$ cat src/rtl/fc_result_writer.sv
// fc_result_writer: streams an fc_layer output-node vector into FCmemory.
// Optional ReLU at write time when FC_WB_RELU_EN is defined.
module fc_result_writer #(
  parameter int NUM_NODES = 84,
  parameter int DATA_W    = 16,
  parameter int ADDR_W    = 14,
  parameter int BASE_ADDR = 10284
) (
  input  logic                        clk,
  input  logic                        reset,
  input  logic                        start,
  input  logic [NUM_NODES*DATA_W-1:0] node_data,
  output logic                        busy,
  output logic                        done,
  output logic [ADDR_W-1:0]           mem_address,
  output logic [DATA_W-1:0]           mem_data_in,
  output logic                        mem_write_enable
);

  localparam int IW = $clog2(NUM_NODES + 1);
  localparam logic [IW-1:0] LAST = IW'(NUM_NODES);
  localparam logic [ADDR_W-1:0] BASE = ADDR_W'(BASE_ADDR);

  typedef enum logic {
    S_IDLE,
    S_WRITE
  } state_t;

  state_t                      r_state;
  logic [IW-1:0]               r_idx;
  logic [NUM_NODES*DATA_W-1:0] r_shadow;
  logic                        r_busy;
  logic                        r_done;
  logic                        r_we;
  logic [ADDR_W-1:0]           r_addr;
  logic [DATA_W-1:0]           r_data;
  logic [DATA_W-1:0]           w_word;

  function automatic logic [DATA_W-1:0] f_wb(
    input logic [DATA_W-1:0] x
  );
`ifdef FC_WB_RELU_EN
    return x[DATA_W-1] ? '0 : x;
`else
    return x;
`endif
  endfunction

  // word of the shadow selected by the next index to present
  assign w_word = r_shadow[r_idx*DATA_W +: DATA_W];

  // FSM: node 0 is presented on the accepting edge straight from
  // node_data, so r_idx holds the index of the next word to present
  always_ff @(posedge clk) begin
    if (reset) begin
      r_state <= S_IDLE;
      r_idx   <= '0;
      r_busy  <= 1'b0;
      r_done  <= 1'b0;
      r_we    <= 1'b0;
      r_addr  <= '0;
      r_data  <= '0;
    end else begin
      r_done <= 1'b0;
      unique case (r_state)
        S_IDLE: begin
          if (start) begin
            r_shadow <= node_data;
            r_addr   <= BASE;
            r_data   <= f_wb(node_data[DATA_W-1:0]);
            r_we     <= 1'b1;
            r_busy   <= 1'b1;
            r_idx    <= IW'(1);
            r_state  <= S_WRITE;
          end
        end
        S_WRITE: begin
          if (r_idx == LAST) begin
            r_we    <= 1'b0;
            r_busy  <= 1'b0;
            r_done  <= 1'b1;
            r_idx   <= '0;
            r_state <= S_IDLE;
          end else begin
            r_addr <= BASE + ADDR_W'(r_idx);
            r_data <= f_wb(w_word);
            r_idx  <= r_idx + IW'(1);
          end
        end
      endcase
    end
  end

  assign busy             = r_busy;
  assign done             = r_done;
  assign mem_address      = r_addr;
  assign mem_data_in      = r_data;
  assign mem_write_enable = r_we;

endmodule
$ cat config.mk
export PLATFORM = sky130hd
export DESIGN_NAME = fc_result_writer
export DESIGN_NICKNAME = d
export VERILOG_FILES = /design/src/rtl/fc_result_writer.sv
export SDC_FILE = /design/constraint.sdc
export NUM_CORES = 1
export LEC_CHECK = 0
export ABC_AREA = 1
export CORE_AREA = 2 2 540 542
export DETAILED_ROUTE_END_ITERATION = 10
export DIE_AREA = 0 0 542 544
export GPL_TIMING_DRIVEN = 0
export PLACE_DENSITY = 0.48
export SYNTH_ARGS = -nofsm -noshare
export SYNTH_HDL_FRONTEND = slang
export SYNTH_SLANG_ARGS = --single-unit
$ cat constraint.sdc
create_clock -name clk -period 122.7 [get_ports clk]
set_input_delay 12.27 -clock clk [delete_from_list [all_inputs] [get_ports clk]]
set_output_delay 12.27 -clock clk [all_outputs]
set_load 0.02 [all_outputs]
==> flow_metrics.env, run 1 <==
export IMPL_worst_pin_slew_ns=1.335
export IMPL_grt_busiest_layer="met2"
export IMPL_wl_mm=338.7
export IMPL_postRouteAntennaNets=0
export IMPL_area_growth_pct=44.29
export IMPL_io_buffers=1374
export IMPL_cellPowerDensity_mw_per_mm2=14.62
export IMPL_die_h_um=544
export IMPL_fin_crit_ns=14.58
export IMPL_finalMaxSlewViolations=0
export IMPL_cpMostUsedCell="buf_12"
export IMPL_die_area_mm2=0.2948
export IMPL_reg2reg_from="r_idx[1]"
export IMPL_synth_top_area_cell="edfxtp_1"
export IMPL_synth_seq_cells=1379
export IMPL_status="finished, final reports clean"
export IMPL_ys_top_cells_by_area="edfxtp_1 (71%), nand2_1 (9.2%), nand3_1 (5.3%)"
export IMPL_crit_path_end_kind="flop"
export IMPL_p_leak_uw=0.03018
export IMPL_cts_buffers=170
export IMPL_grt_pass1_vias=45730
export IMPL_syn_area_per_cell_um2=11.16
export IMPL_core_area_mm2=0.2894
export IMPL_period_share_pct=11.88
export IMPL_postLayoutCellArea_mm2=0.08197
export IMPL_cts_hold_buf=0
export IMPL_rrSetupSlack_ns=118.30
export IMPL_worstPathMaxFanout=34
export IMPL_fmax_mhz=68.60
export IMPL_yosysUniqueCellTypes=26
export IMPL_dieWidth_um=542
export IMPL_slew_headroom_pct=11.02
export IMPL_cp_cell_sequence="clkdlybuf4s50_1, nand2_1, nor2_4, buf_12, buf_12, buf_12, buf_12, buf_12, buf_12, buf_12"
export IMPL_hpwl_mm=275.8
export IMPL_vias=46360
export IMPL_initial_core_util_pct=19.63
export IMPL_cp_start_kind="primary input"
export IMPL_synth_edf_count=1344
export IMPL_ys_top_cells_by_count="nand2_1 (1393), edfxtp_1 (1344), nor2_1 (711), nand3_1 (598), o21ai_0 (298)"
export IMPL_cts_tree="done"
export IMPL_rows=198
export IMPL_setup_violations=0
export IMPL_synthFlopType="edfxtp_1"
export IMPL_cp_depth=10
export IMPL_num_io_pins=1380
export IMPL_hold_path_class="reg -> reg"
export IMPL_setup_tns_ns=0
export IMPL_route_detailed_wl_per_inst_um=31.67
export IMPL_ff2ff_path_depth=14
export IMPL_dr_pass1_iters=5
export IMPL_drt_iter0_drc=4410
export IMPL_globalRouteMet1Util_pct=27.02
export IMPL_fin_nets=8045
export IMPL_ir_drop_mv=0.01233
export IMPL_antenna_found_initial=161
export IMPL_crit_family="buffers and inverters"
export IMPL_crit_buf_inv=8
export IMPL_yosysMostFrequentCell="nand2_1"
export IMPL_seq_area_frac_synth_pct=72.28
export IMPL_grt_use_met3_pct=5.692
export IMPL_cp_startpoint="start"
export IMPL_postCtsSetupBuffers=0
export IMPL_grt_max_degree=38
export IMPL_max_clock_path_buffers=4
export IMPL_crit_arrival_ns=15.13
export IMPL_clock_sinks=1379
export IMPL_cp_endpoint="r_shadow[303]"
export IMPL_crit_type="in -> reg"
export IMPL_rsz0062_at_grt="no"
export IMPL_syn_inst=5092
export IMPL_drive_gt1_share_pct=7.318
export IMPL_grtUsageMet2_pct=36.73
export IMPL_grt_pass1_wl_mm=429.4
export IMPL_reg2reg_to="mem_data_in[4]"
export IMPL_fin_hold_ws_ns=0.4650
export IMPL_remaining_drc_errors=0
export IMPL_overflow=0
export IMPL_place_congestion=0.9256
export IMPL_grt_use_total_pct=22.06
export IMPL_viasPerCell=4.335
export IMPL_ctsResizeCount=0
export IMPL_clk_pin_slew_ns=0.05
export IMPL_insertion_delay_ns=0.86
export IMPL_crit_slowest_cell="clkdlybuf4s50_1"
export IMPL_synth_top_area_share_pct=71.05
export IMPL_cts_root_buffer="clkbuf_16"
export IMPL_synth_area_mm2=0.05681
export IMPL_yosys_warnings=0
export IMPL_final_setup_skew_ns=0.05966
export IMPL_slowest_delay_ns=0.73
export IMPL_hold_viol=0
export IMPL_dpl_cell_area_mm2=0.07642
export IMPL_htree_levels=4
export IMPL_max_cap_viol_count=0
export IMPL_required_ns=123.25
export IMPL_ys_async_sr_fraction_pct=0
==> sequential cells by signal, indices dropped and copies added, names as in the netlist <==
signal,flops
r_shadow,1344
mem_data_in,16
mem_address,9
r_idx,7
done,1
mem_write_enable,1
r_state,1
==> per-stage QoR <==
stage	utilization [%]	cells	setup slack [ns]	power, µW
6_report	28.33	10700	108.12	1199
5_1_grt	28.28	10640	108.05	1236
4_1_cts	28.26	10620	108.18	1214
3_5_place_dp	26.41	10320	107.23	707.8
3_3_place_gp	26.03	10270	22.88	766.8
2_1_floorplan	-	5095	51.34	644.2
==> report_power, final <==
group          switching [µW]  internal (µW)  total (µW)
combinational            89.7           61.2         151
sequential               6.83            539         545
clock                     218            284         502
total                     315            884        1200
==> kinds of logic after synthesis <==
group                      share of synthesized area (%)
AOI/OAI and AO/OA                                  3.601
xor gates and xnor gates                         0.06166
adders and majority gates                         0.1101
buffers and inverters                              4.665
DFF                                                72.28
other                                           0.006601
and+or+nand+nor                                    19.28
==> worst min-delay path, stage by stage (launching register included) <==
cell and delay, ns:
dfxtp_1 0.31, nand2_1 0.06, a21oi_1 0.05
==> worst min-delay path by stage <==
stage,end,depth (start not counted),from,slack (ns)
floorplan,r_idx[6],2,r_idx[6],0.51
global placement,mem_data_in[11],2,mem_data_in[11],0.46
detailed placement,mem_data_in[11],2,mem_data_in[11],0.46
CTS,mem_data_in[11],2,mem_data_in[11],0.47
global route,mem_data_in[3],2,mem_data_in[3],0.49
finish,mem_data_in[11],2,mem_data_in[11],0.46
==> layer usage <==
layer | vias to the layer above | wire [µm]
met2 | 2409 | 160100
met1 | 22720 | 136600
met5 | - | 564
li1 | 20610 | -
met4 | 88 | 14200
met3 | 535 | 27300
==> layout make-up <==
| cell class | instances | area, µm² |
|---|---|---|
| diodes | 76 | 190.2 |
| flip-flops and latches | 1379 | 41060 |
| plain buffers | 302 | 1585 |
| multi-input cells | 3129 | 13120 |
| repair buffers | 1426 | 14830 |
| fillers | 30220 | 207400 |
| clock buffers | 205 | 4471 |
| inverters | 285 | 1072 |
| well taps | 3800 | 4755 |
| clock inverters | 93 | 889.6 |
==> cell usage in the layout, fill, tap and decap left out, types with 3 or more instances in the layout <==
cell type        instances
o22ai_1                 16
conb_1                   4
buf_4                   26
dfxtp_1                 35
clkinv_4                 5
bufinv_16               11
clkinv_1                29
clkbuf_16              174
clkinvlp_4               6
buf_16                   8
o21ai_0                296
ha_1                     5
clkinv_16                3
nor3_1                   6
nand2_1               1393
buf_2                  146
inv_2                    6
clkbuf_2                 5
xor2_1                   4
buf_12                  42
clkbuf_1               110
clkinv_2                27
inv_1                  277
clkdlybuf4s50_1       1374
nand3_1                598
buf_6                   23
inv_6                    8
o21ai_1                 28
edfxtp_1              1344
buf_1                   25
diode_2                 76
a21oi_1                 63
nor2_1                 710
No activity file was read; power rests on OpenSTA's default activity.
==> inputs of run 2 (changes only) <==
--- a/config.mk
+++ b/config.mk
@@ -6,11 +6,11 @@
 export NUM_CORES = 1
 export LEC_CHECK = 0
 export ABC_AREA = 1
-export CORE_AREA = 2 2 540 542
+export CORE_AREA = 2 2 541 543
 export DETAILED_ROUTE_END_ITERATION = 10
-export DIE_AREA = 0 0 542 544
+export DIE_AREA = 0 0 543 545
 export GPL_TIMING_DRIVEN = 0
-export PLACE_DENSITY = 0.48
+export PLACE_DENSITY = 0.49
 export SYNTH_ARGS = -nofsm -noshare
 export SYNTH_HDL_FRONTEND = slang
 export SYNTH_SLANG_ARGS = --single-unit
==> constraint.sdc (replaced) <==
create_clock -name clk -period 11.9 [get_ports clk]
set_input_delay 1.19 -clock clk [delete_from_list [all_inputs] [get_ports clk]]
set_output_delay 1.19 -clock clk [all_outputs]
set_load 0.02 [all_outputs]
==> run 2 against run 1 <==
  * Flip-flop and latch count did not move
  * Hold slack got worse by 0.00056 ns
  * Clock-buffer cell count did not move
  * Global-route usage fell by 0.16 points
  * Critical endpoint is now mem_data_in[15]
  * Largest cell class unchanged
==> flow_metrics.env, run 2 (synthesized netlist as in run 1, its figures left out) <==
export IMPL_postLayoutCellArea_mm2=0.08231
export IMPL_postRouteAntennaNets=0
export IMPL_fin_nets=8049
export IMPL_setup_tns_ns=0
export IMPL_final_cells=10790
export IMPL_area_growth_pct=44.90
export IMPL_num_io_pins=1380
export IMPL_setup_violations=0
export IMPL_finalMaxSlewViolations=0
export IMPL_cts_buffers=174
export IMPL_insertion_delay_ns=0.86
export IMPL_required_ns=12.64
export IMPL_pwr_share_comb_pct=12.4
export IMPL_power_frac_clock_pct=42.6
export IMPL_final_common_cell="nand2_1"
export IMPL_cts_hold_buf=0
export IMPL_cts_root_buffer="clkbuf_16"
export IMPL_grt_use_total_pct=21.89
export IMPL_initial_core_util_pct=19.58
export IMPL_wl_mm=337.5
export IMPL_setup_slack_ns=7.181
export IMPL_cellPowerDensity_mw_per_mm2=151.8
export IMPL_fmax_mhz=211.9
export IMPL_grt_max_degree=40
export IMPL_p_seq_share_pct=45.0
export IMPL_hpwl_mm=277.0
export IMPL_grt_pass1_wl_mm=427.2
export IMPL_p_sw_share_pct=26.10
export IMPL_top_register="r_shadow"
export IMPL_drive_gt1_share_pct=7.458
export IMPL_max_clock_path_buffers=4
export IMPL_dp_cells=10420
export IMPL_core_area_mm2=0.2901
export IMPL_largest_reg_flops=1344
export IMPL_die_area_mm2=0.2959
export IMPL_slew_headroom_pct=1.918
export IMPL_cp_start_kind="flop"
export IMPL_met3_length_mm=27.15
export IMPL_hold_path_class="reg -> reg"
export IMPL_grt_pass1_vias=46340
export IMPL_viasPerCell=4.290
export IMPL_io_buffers=1374
export IMPL_overflow=0
export IMPL_route_detailed_wl_per_inst_um=31.27
export IMPL_crit_path_end_kind="flop"
export IMPL_ctsResizeCount=0
export IMPL_dpl_cell_area_mm2=0.07657
export IMPL_fin_crit_ns=4.719
export IMPL_status="finished, final reports clean"
export IMPL_ir_drop_mv=0.1074
export IMPL_crit_type="reg -> reg"
export IMPL_met1Wirelength_mm=136.0
export IMPL_antenna_found_initial=160
export IMPL_rsz0062_at_grt="no"
export IMPL_drt_iter0_drc=4800
export IMPL_switching_power_uw=3262
export IMPL_final_cell_mix="nand2_1 (1393), clkdlybuf4s50_1 (1374), edfxtp_1 (1344), nor2_1 (710), nand3_1 (598)"
export IMPL_p_leak_uw=0.03032
export IMPL_postCtsSetupBuffers=0
export IMPL_htree_levels=4
export IMPL_min_path_cells=2
export IMPL_rows=198
export IMPL_die_h_um=545
export IMPL_hold_viol=0
export IMPL_crit_arrival_ns=5.46
export IMPL_max_cap_viol_count=0
export IMPL_period_share_pct=39.65
export IMPL_place_congestion=0.9239
export IMPL_dr_wl_met2_mm=158.8
export IMPL_dieWidth_um=543
export IMPL_clk_pin_slew_ns=0.06
export IMPL_routed_top_layer="met5"
export IMPL_final_setup_skew_ns=0.06551
export IMPL_cts_tree="done"
export IMPL_worst_pin_slew_ns=1.471
export IMPL_clock_sinks=1379
export IMPL_dr_pass1_iters=6
export IMPL_worstPathMaxFanout=12
export IMPL_remaining_drc_errors=0
export IMPL_p_int_uw=9234
export IMPL_place_ws_ns=7.331
export IMPL_ff2ff_path_depth=12
export IMPL_vias=46310
## run 2: changes by cell type in the layout (fill, tap and decap cells not counted), moves of 2 or more
cell	delta
bufinv_16	+2
inv_6	-2
buf_12	-2
inv_16	+2
inv_8	+2
clkinv_2	+3
clkinv_4	+2
clkbuf_1	-6
clkinv_1	+14
clkbuf_16	+6
diode_2	-20
## run 2: metal layers
| layer | GRT usage (%) | up-vias |
|---|---|---|
| li1 | - | 20620 |
| met5 | 0 | - |
| met3 | 5.394 | 589 |
| met2 | 36.36 | 2417 |
| met4 | 9.406 | 104 |
| met1 | 26.89 | 22570 |
## run 2: metrics by stage
stage	hold slack (ns)	util (%)	total power (µW)
finish	0.4644	28.37	12500
global route	0.4811	28.34	12900
CTS	0.4652	28.33	12640
detailed placement	0.4564	26.40	7288
global placement	0.4551	26.02	7455
floorplan	0.5027	-	6346
## run 2: path summary, 6_finish.rpt
check            startpoint              end  slack, ns
max                r_idx[1]  mem_data_in[15]       7.18
min          mem_address[6]   mem_address[6]       0.46
max reg2reg        r_idx[1]  mem_data_in[15]       7.18
min reg2reg  mem_address[6]   mem_address[6]       0.46
## run 2: power groups by stage
stage               clock [µW]  combinational (µW)  sequential [µW]
floorplan                    0                 508             5840
global placement             0                1520             5940
detailed placement           0                1560             5720
CTS                       5450                1570             5620
global route              5610                1650             5630
finish                    5320                1550             5620
## run 2: final cells by class
type,instances,area (µm²)
antenna,56,140.1
tap,3900,4880
sequential,1379,41060
clock buffer,205,4577
clock inverter,112,1020
timing repair buffer,1426,14830
fill,30220,207800
multi-input combinational,3129,13120
buffer,302,1615
inverter,285,1072
## run 2: worst max-delay path, cell delays in order (launching register included)
cell,delay [ns]
dfxtp_1,0.36
inv_2,0.37
clkbuf_2,0.73
clkbuf_1,0.72
nand3_1,0.33
nand3_1,0.20
nand3_1,0.25
nor2_1,0.75
nand2_1,0.44
nand3_1,0.19
nand2_1,0.06
nand2_1,0.06
a21oi_1,0.07
